[config.mk]
export PLATFORM = sky130hd
export DESIGN_NAME = binary_to_bcd
export DESIGN_NICKNAME = d
export VERILOG_FILES = /design/src/rtl/bcd_pkg.sv /design/src/rtl/bcd_digit_adjust.sv /design/src/rtl/binary_to_bcd.sv
export SDC_FILE = /design/constraint.sdc
export NUM_CORES = 1
export LEC_CHECK = 0
export CAP_MARGIN = 20
export CORE_ASPECT_RATIO = 0.6
export CORE_MARGIN = 4
export CORE_UTILIZATION = 48
export CTS_CLUSTER_SIZE = 8
export DETAILED_ROUTE_END_ITERATION = 16
export PLACE_DENSITY = 0.72
export SLEW_MARGIN = 20
export SYNTH_ARGS = -nofsm -noshare
export SYNTH_HDL_FRONTEND = slang
export SYNTH_SLANG_ARGS = --single-unit
[constraint.sdc]
create_clock -name clk -period 1.8 [get_ports clk]
set_input_delay 0.18 -clock clk [delete_from_list [all_inputs] [get_ports clk]]
set_output_delay 0.18 -clock clk [all_outputs]
set_load 0.01 [all_outputs]
[src/rtl/bcd_pkg.sv]
// Shared types and helpers for the sequential binary-to-BCD converter.
package bcd_pkg;

  localparam int unsigned BCD_DIGIT_W = 4;

  typedef enum logic {
    IDLE    = 1'b0,
    CONVERT = 1'b1
  } state_e;

  // Largest value representable in the given number of decimal digits (10^digits - 1).
  function automatic longint unsigned bcd_max_value(input int unsigned digits);
    longint unsigned v;
    v = 1;
    for (int unsigned i = 0; i < digits; i++) begin
      v = v * 10;
    end
    return v - 1;
  endfunction

endpackage

[src/rtl/bcd_digit_adjust.sv]
// Double-dabble digit correction: a digit of 5 or more gets +3 before the next
// left shift, so that doubling it carries correctly into the next decimal digit.
module bcd_digit_adjust
  import bcd_pkg::*;
(
  input  logic [BCD_DIGIT_W-1:0] digit_i,
  output logic [BCD_DIGIT_W-1:0] digit_o
);

  always_comb begin
    if (digit_i >= BCD_DIGIT_W'(5)) begin
      digit_o = digit_i + BCD_DIGIT_W'(3);
    end else begin
      digit_o = digit_i;
    end
  end

endmodule

[src/rtl/binary_to_bcd.sv]
// Sequential binary-to-BCD converter (shift-add-3), one input bit per clock,
// with a start/done handshake; the result is held until the next conversion.
module binary_to_bcd
  import bcd_pkg::*;
#(
  parameter int unsigned WIDTH  = 8,
  parameter int unsigned DIGITS = 2
) (
  input  logic                          clk,
  input  logic                          rst_n,
  input  logic                          start,
  input  logic [WIDTH-1:0]              bin,
  output logic [BCD_DIGIT_W*DIGITS-1:0] bcd,
  output logic                          busy,
  output logic                          done,
  output logic                          overflow
);

  localparam int unsigned     BCD_W   = BCD_DIGIT_W * DIGITS;
  localparam int unsigned     CNT_W   = $clog2(WIDTH + 1);
  localparam longint unsigned BCD_MAX = bcd_max_value(DIGITS);

  state_e           state_q, state_d;
  logic [WIDTH-1:0] shift_q, shift_d;
  logic [BCD_W-1:0] acc_q, acc_d;
  logic [CNT_W-1:0] cnt_q, cnt_d;
  logic             ovf_pend_q, ovf_pend_d;
  logic [BCD_W-1:0] bcd_q, bcd_d;
  logic             ovf_q, ovf_d;
  logic             done_q, done_d;

  logic [BCD_W-1:0] acc_adj;
  logic [BCD_W-1:0] acc_shifted;

  for (genvar g = 0; g < DIGITS; g++) begin : g_adjust
    bcd_digit_adjust u_adjust (
      .digit_i (acc_q[g*BCD_DIGIT_W +: BCD_DIGIT_W]),
      .digit_o (acc_adj[g*BCD_DIGIT_W +: BCD_DIGIT_W])
    );
  end

  // The bit leaving the top digit is dropped; lower digits never depend on it,
  // which is what yields bin mod 10^DIGITS on overflow.
  assign acc_shifted = {acc_adj[BCD_W-2:0], shift_q[WIDTH-1]};

  always_comb begin
    // NOTE: every variable gets a default before the case so no path leaves one unassigned (no latches).
    state_d    = state_q;
    shift_d    = shift_q;
    acc_d      = acc_q;
    cnt_d      = cnt_q;
    ovf_pend_d = ovf_pend_q;
    bcd_d      = bcd_q;
    ovf_d      = ovf_q;
    done_d     = 1'b0;

    case (state_q)
      IDLE: begin
        if (start) begin
          shift_d    = bin;
          acc_d      = '0;
          ovf_pend_d = (64'(bin) > BCD_MAX);
          cnt_d      = CNT_W'(WIDTH);
          state_d    = CONVERT;
        end
      end
      CONVERT: begin
        acc_d   = acc_shifted;
        shift_d = shift_q << 1;
        cnt_d   = cnt_q - CNT_W'(1);
        if (cnt_q == CNT_W'(1)) begin
          bcd_d   = acc_shifted;
          ovf_d   = ovf_pend_q;
          done_d  = 1'b1;
          state_d = IDLE;
        end
      end
      default: state_d = IDLE;
    endcase
  end

  // NOTE: state registers use non-blocking assignments so every flop samples pre-edge values.
  always_ff @(posedge clk or negedge rst_n) begin
    if (!rst_n) begin
      state_q    <= IDLE;
      shift_q    <= '0;
      acc_q      <= '0;
      cnt_q      <= '0;
      ovf_pend_q <= 1'b0;
      bcd_q      <= '0;
      ovf_q      <= 1'b0;
      done_q     <= 1'b0;
    end else begin
      state_q    <= state_d;
      shift_q    <= shift_d;
      acc_q      <= acc_d;
      cnt_q      <= cnt_d;
      ovf_pend_q <= ovf_pend_d;
      bcd_q      <= bcd_d;
      ovf_q      <= ovf_d;
      done_q     <= done_d;
    end
  end

  assign bcd      = bcd_q;
  assign overflow = ovf_q;
  assign done     = done_q;
  assign busy     = (state_q == CONVERT);

endmodule

==> results of run 1 <==
-- synthesized netlist by cell type (all sizes together) --
library cell / instances
a21o: 2
a21oi: 6
a31oi: 3
buf: 5
clkbuf: 2
dfrtp: 32
ha: 6
inv: 8
mux2: 3
mux2i: 9
nand2: 26
nand2b: 2
nand3: 1
nor2: 6
nor3: 4
nor3b: 3
o21ai: 16
o22ai: 5
o31ai: 1
or3: 2
xnor2: 4
-- power breakdown --
group	switching (uW)	total (uW)	leakage [uW]	internal, uW
combinational	678	1370	0.000391	688
sequential	250	1290	0.000403	1040
clock	248	510	0.0000410	262
total	1180	3160	0.000835	1990
-- area by class of cell --
cell class / instances / area, um^2 / share of cell area
flip-flops and latches: 32 / 801 / 0.434
clock buffers: 6 / 72.6 / 0.0394
repair buffers: 26 / 260 / 0.141
well taps: 42 / 52.6 / 0.0285
inverters: 8 / 30.0 / 0.0163
clock inverters: 1 / 5.00 / 0.00272
multi-input cells: 99 / 622 / 0.337
-- cells by family after synthesis --
group           Yosys count
simple gates             44
compound gates           33
flops                    32
buf+inv                  15
mux                      12
fa+ha+maj                 6
xor+xnor                  4
-- final timing paths --
kind                                            from                      to  slack, ns
worst max-delay path            acc_q[0]$_DFFE_PN0P_    acc_q[2]$_DFFE_PN0P_       0.18
worst min register to register  overflow$_DFFE_PN0P_    overflow$_DFFE_PN0P_       0.47
worst min-delay path                           rst_n      bcd[2]$_DFFE_PN0P_       0.29
max in group asynchronous                      rst_n  shift_q[1]$_DFFE_PN0P_       1.22
min in group clk                overflow$_DFFE_PN0P_    overflow$_DFFE_PN0P_       0.47
worst max register to register  acc_q[0]$_DFFE_PN0P_    acc_q[2]$_DFFE_PN0P_       0.18
-- worst register-to-register path, delay by kind of cell, from the launching register on --
kind            cells  cell delay [ns]
flops               1             0.42
mux                 1             0.36
compound gates      2             0.33
fa+ha+maj           1             0.22
simple gates        1             0.11
buf+inv             1             0.10
-- per-layer routing --
layer,wire [um],global-route usage
met5,0,0
met3,155,0.0581
met2,1410,0.276
met4,40,0.0702
met1,1390,0.196
-- through the flow --
| stage | std cells | total power [uW] | utilization |
|---|---|---|---|
| 6_report | 214 | 3160 | 0.634 |
| 3_3_place_gp | 207 | 2580 | 0.607 |
| 3_5_place_dp | 207 | 2670 | 0.607 |
| 5_1_grt | 214 | 3420 | 0.634 |
| 4_1_cts | 214 | 3180 | 0.634 |
| 2_1_floorplan | 146 | 2160 | - |
-- sequential cells by signal, indices dropped and copies added (netlist names) --
signal      cells
busy            1
ovf_pend_q      1
shift_q         8
acc_q           8
overflow        1
done            1
bcd             8
cnt_q           4
==> impl_results.md, run 1 <==
* Status: finished, final reports clean
* Post-route cell area at roughly 0.0018 mm^2
* Peak supply drop at around 820 uV
* Post-Synth Adder-Cell Area at 0.0505
* Post-synthesis area per instance at roughly 10 um^2
* Total GRT Usage at 0.165
* CTS resizes at 0
* Fmax at slightly above 600 MHz
* Crit path max-delay family: flip-flops
* Die height at around 51 um
* # IOs at 22
* Period minus WS final at roughly 1.6 ns
* Most common cell after layout, fill and taps aside: dfrtp_1
* Initial antenna violation count at 0
* Top cells by area, synth: dfrtp_1, nand2_1, mux2i_1, o21ai_0, ha_1
* Critical Path AT at 1.81 ns
* Synth Area in Compound Gates at 0.129
* Final worst path period share at 0.898
* Slowest stage delay, CP at approximately 0.42 ns
* Hold_buf cts at 0
* Routability cong. at between 0.8 and 0.9
* Count of input and output buffers at 21
* Via Count at 1,130
* Critical Path RT at 2.00 ns
* Final #Nets at 189
* Initial core utilization at 0.511
* Wire per inst at between 10 and 15 um
* CP Capture Type: flop
* HPWL after DPL at approximately 2200 um
* Final slew viol count at 0
* CP bufs+invs at 1
* Pin count of the biggest net entering global routing at 33
* Largest family of logic cells by synthesized area: simple AND/OR/NAND/NOR gates
* Register area share after synthesis at 0.539
* Crit Path Max Fanout at 4
* Die ar. at 0.00408 mm^2
* H-tree Lvls at 2
* # Max-Cap Violations at 0
* Mean number of vias per cell at 5.28
* Worst-margin pin slew at between 0.3 and 0.4 ns
* Row cnt at 15
* Critical path's slowest cell: dfrtp_1
* Die W at about 80 um
* Synth Area in Simple Gates at 0.130
* Pre-CTS WS at roughly 0.21 ns
* Final hold slack at a little under 0.3 ns
* Final Hold Viols at 0
* Core area at around 0.0029 mm^2
* Startpoint Class: flop
* Worst r2r path cells at 6
* Max clock buf depth at 2
* Synth top area share at 0.539
* Antenna Cells at 0
* Max-Slew Margin vs Limit at 0.735
* Initial drt markers at 82
* Area Overhead vs Synth at 24.1%
* Clock insertion delay at the later pin of the skew report at ~0.28 ns
* Clock sinks at 32
* Dpl cell area at 0.00177 mm^2
* Postcts setup bufs at 0
* GRT overflow at 0
* Number of global-route vias before repair at between 1k and 1.5k
* Distinct cell type count after synthesis at 25
* Worst-path clk slew at ~0.060 ns
* Setup Crit Path Kind: reg -> reg
* Routed Antenna Nets at 0
* CTS Root Cell: clkbuf_8
* Drt drc at 0
* DRT Wirelength at 3000 um
* Mux share of post-synthesis cell area at 0.0859
* Final setup fails at 0
* HP Class: in -> async
* Crit path cell chain: inv_1 -> ha_1 -> nand2b_1 -> a21oi_2 -> mux2_2 -> o21ai_0
* Total CTS buffers at 5
* CP Depth at 6
* Final Skew at between 0.004 and 0.005 ns
* Fin Setup TNS at 0 ns
* Area share of xor/xnor cells in the synthesized design at 0.0236
* Seq cells post-synth at 32
* Fill cells at ~240
* PwrDens at roughly 1700 mW/mm^2
* Cell area after synthesis at roughly 0.0015 mm^2
* Static Leak at 0.000835 uW
* RSZ-0062 raised after global routing: no
* CTS tree: built
* Yosys top cell by area: dfrtp_1
* First-pass detailed-route iteration total at 4
* Synth Instances at between 100 and 150
* Most frequent cells in the layout: dfrtp_1, nand2_1, clkdlybuf4s50_1
* Post-synth net total at between 150 and 200
* First-pass GRT wire length at roughly 5100 um
* Setup ws final at around 0.18 ns
* Ys Warns at 0
* Layout cells sized above 1 at 0.105
(Power assumes the default switching activity.)
==> run 2, diff against run 1 <==
Settings changed: CORE_UTILIZATION 48 to 40, PLACE_DENSITY 0.72 to unset.
==> run 2 against run 1 <==
Effect of this change: register-to-register slack is essentially flat; clock skew increased by 0.0052 ns; critical path depth is the same; sequential power about the same; fmax down 0.89%; count of clock-buffer cells in the layout stayed put; largest cell class unchanged; cell count increased by 1.9%.
==> impl_results.md, run 2 (synthesis gave the netlist of run 1 again) <==
* Status: finished, final reports clean (unchanged)
* Core area at 0.00340 mm^2 (was 0.00291 mm^2)
* Worst r2r path cells at 6 (unchanged)
* Routed Antenna Nets at 0 (unchanged)
* H-tree Lvls at 2 (unchanged)
* Capture point of the worst reg-to-reg path: acc_q[2]$_DFFE_PN0P_ (unchanged)
* Layout cells sized above 1 at 0.110 (was 0.105)
* Total GRT Usage at 0.139 (was 0.165)
* Via Count at 1,094 (was 1,130)
* Fin Setup TNS at 0 ns (unchanged)
* Mean number of vias per cell at 5.02 (was 5.28)
* Die height at 55.2 um (was 51.1 um)
* Antenna Cells at 0 (unchanged)
* Initial antenna violation count at 0 (unchanged)
* Clock insertion delay at the later pin of the skew report at 0.28 ns (about the same)
* CTS tree: built (unchanged)
* # Max-Cap Violations at 0 (unchanged)
* Max clock buf depth at 2 (unchanged)
* Routability cong. at 0.795 (was 0.823)
* Hold_buf cts at 0 (unchanged)
* Final setup fails at 0 (unchanged)
* First-pass detailed-route iteration total at 4 (unchanged)
* Fmax at 613 MHz (was 618 MHz)
* Count of input and output buffers at 21 (unchanged)
* CTS Root Cell: clkbuf_8 (unchanged)
* Static Leak at 0.000848 uW (was 0.000835 uW)
* CP Capture Type: flop (unchanged)
* Startpoint Class: flop (unchanged)
* Met2 GRT Util at 0.207 (was 0.276)
* DRT Wirelength at 2980 um (was 3000 um)
* Drt drc at 0 (unchanged)
* Worst-path clk slew at 0.07 ns (was 0.06 ns)
* Reg2Reg Setup Slack at 0.17 ns (was 0.18 ns)
* PwrDens at 1760 mW/mm^2 (was 1720 mW/mm^2)
* HP Class: in -> async (unchanged)
* Final Skew at 0.00964 ns (was 0.00446 ns)
* Final worst path period share at 0.906 (was 0.898)
* Initial drt markers at 23 (was 82)
* Die ar. at 0.00478 mm^2 (was 0.00408 mm^2)
* HPWL after DPL at 2140 um (was 2150 um)
* Pre-CTS WS at 0.206 ns (was 0.208 ns)
* First-pass GRT wire length at 5170 um (was 5050 um)
* Peak supply drop at 893 uV (was 821 uV)
* Period minus WS final at 1.63 ns (was 1.62 ns)
* Initial core utilization at 0.436 (was 0.511)
* Wire per inst at 13.7 um (was 14.0 um)
* Final Hold Viols at 0 (unchanged)
* Setup ws final at 0.169 ns (was 0.183 ns)
* Row cnt at 16 (was 15)
* Fin util at 0.551 (was 0.634)
* RSZ-0062 raised after global routing: no (unchanged)
* Setup Crit Path Kind: reg -> reg (unchanged)
* Postcts setup bufs at 0 (unchanged)
* GRT overflow at 0 (unchanged)
* CTS resizes at 0 (unchanged)
* Total Power at 3310 uW (was 3160 uW)
* Clock sinks at 32 (unchanged)
* Critical Path RT at 2.00 ns (about the same)
* Max-Slew Margin vs Limit at 0.693 (was 0.735)
* Critical Path AT at 1.83 ns (was 1.81 ns)
* Gr busiest metal: met2 (unchanged)
* Worst-margin pin slew at 0.461 ns (was 0.397 ns)
* Reg2reg start: acc_q[0]$_DFFE_PN0P_ (unchanged)
* Pin count of the biggest net entering global routing at 33 (unchanged)
* Number of global-route vias before repair at 1,111 (was 1,137)
* Final slew viol count at 0 (unchanged)
* GRT met3 Usage at 0.0446 (was 0.0581)
* Die W at 86.7 um (was 79.8 um)
* Most common cell after layout, fill and taps aside: dfrtp_1 (unchanged)
* Met1 GRT Util at 0.184 (was 0.196)
* Crit Path Max Fanout at 4 (unchanged)
* Area Overhead vs Synth at 26.4% (was 24.1%)
* # IOs at 22 (unchanged)
* Total CTS buffers at 5 (unchanged)
* Final #Nets at 189 (unchanged)
* Most frequent cells in the layout: dfrtp_1, nand2_1, clkdlybuf4s50_1 (unchanged)
-- run 2: cell types whose count changed in the layout (fill, tap and decap cells not counted) --
cell	before	now
bufinv_16	0	1
-- run 2: where the power goes --
group	leakage [uW]	total (uW)	switching (uW)	internal, uW
Clock	0.0000552	673	263	410
Combinational	0.000390	1360	668	688
Sequential	0.000403	1280	245	1040
Total	0.000848	3310	1180	2140
-- run 2: through the flow --
| step | std cells | hold slack, ns | area (um^2) |
|---|---|---|---|
| 2_1_floorplan | 146 | -0.116 | 1490 |
| 3_3_place_gp | 210 | 0.461 | 1770 |
| 3_5_place_dp | 210 | 0.462 | 1770 |
| 4_1_cts | 218 | 0.308 | 1880 |
| 5_1_grt | 218 | 0.334 | 1880 |
| 6_report | 218 | 0.296 | 1880 |
-- run 2: per-layer routing --
layer | wire (um) | vias to the layer above
met5 | 0 | -
met4 | 42 | 0
met3 | 106 | 7
met2 | 1370 | 14
met1 | 1470 | 523
li1 | - | 550
-- run 2: area by class of cell --
class	instances	area [um^2]
Fill cell	315	1530
Sequential cell	32	801
Multi-Input combinational cell	99	622
Timing Repair Buffer	26	260
Clock buffer	6	72.6
Tap cell	45	56.3
Clock inverter	2	35.0
Inverter	8	30.0
-- run 2: worst max-delay path by stage --
stage,startpoint,endpoint,slack (ns)
floorplan,acc_q[0]$_DFFE_PN0P_,acc_q[2]$_DFFE_PN0P_,0.34
global placement,acc_q[0]$_DFFE_PN0P_,acc_q[2]$_DFFE_PN0P_,0.30
detailed placement,acc_q[0]$_DFFE_PN0P_,acc_q[2]$_DFFE_PN0P_,0.21
CTS,busy$_DFF_PN0_,busy,0.18
global route,acc_q[0]$_DFFE_PN0P_,acc_q[2]$_DFFE_PN0P_,0.01
finish,acc_q[0]$_DFFE_PN0P_,acc_q[2]$_DFFE_PN0P_,0.17
-- run 2: worst max-delay path: stages (launching register included) --
cell and delay, ns:
dfrtp_1 0.42, inv_1 0.10, ha_1 0.22, nand2b_1 0.10, a21oi_2 0.19, mux2_2 0.36
o21ai_0 0.15
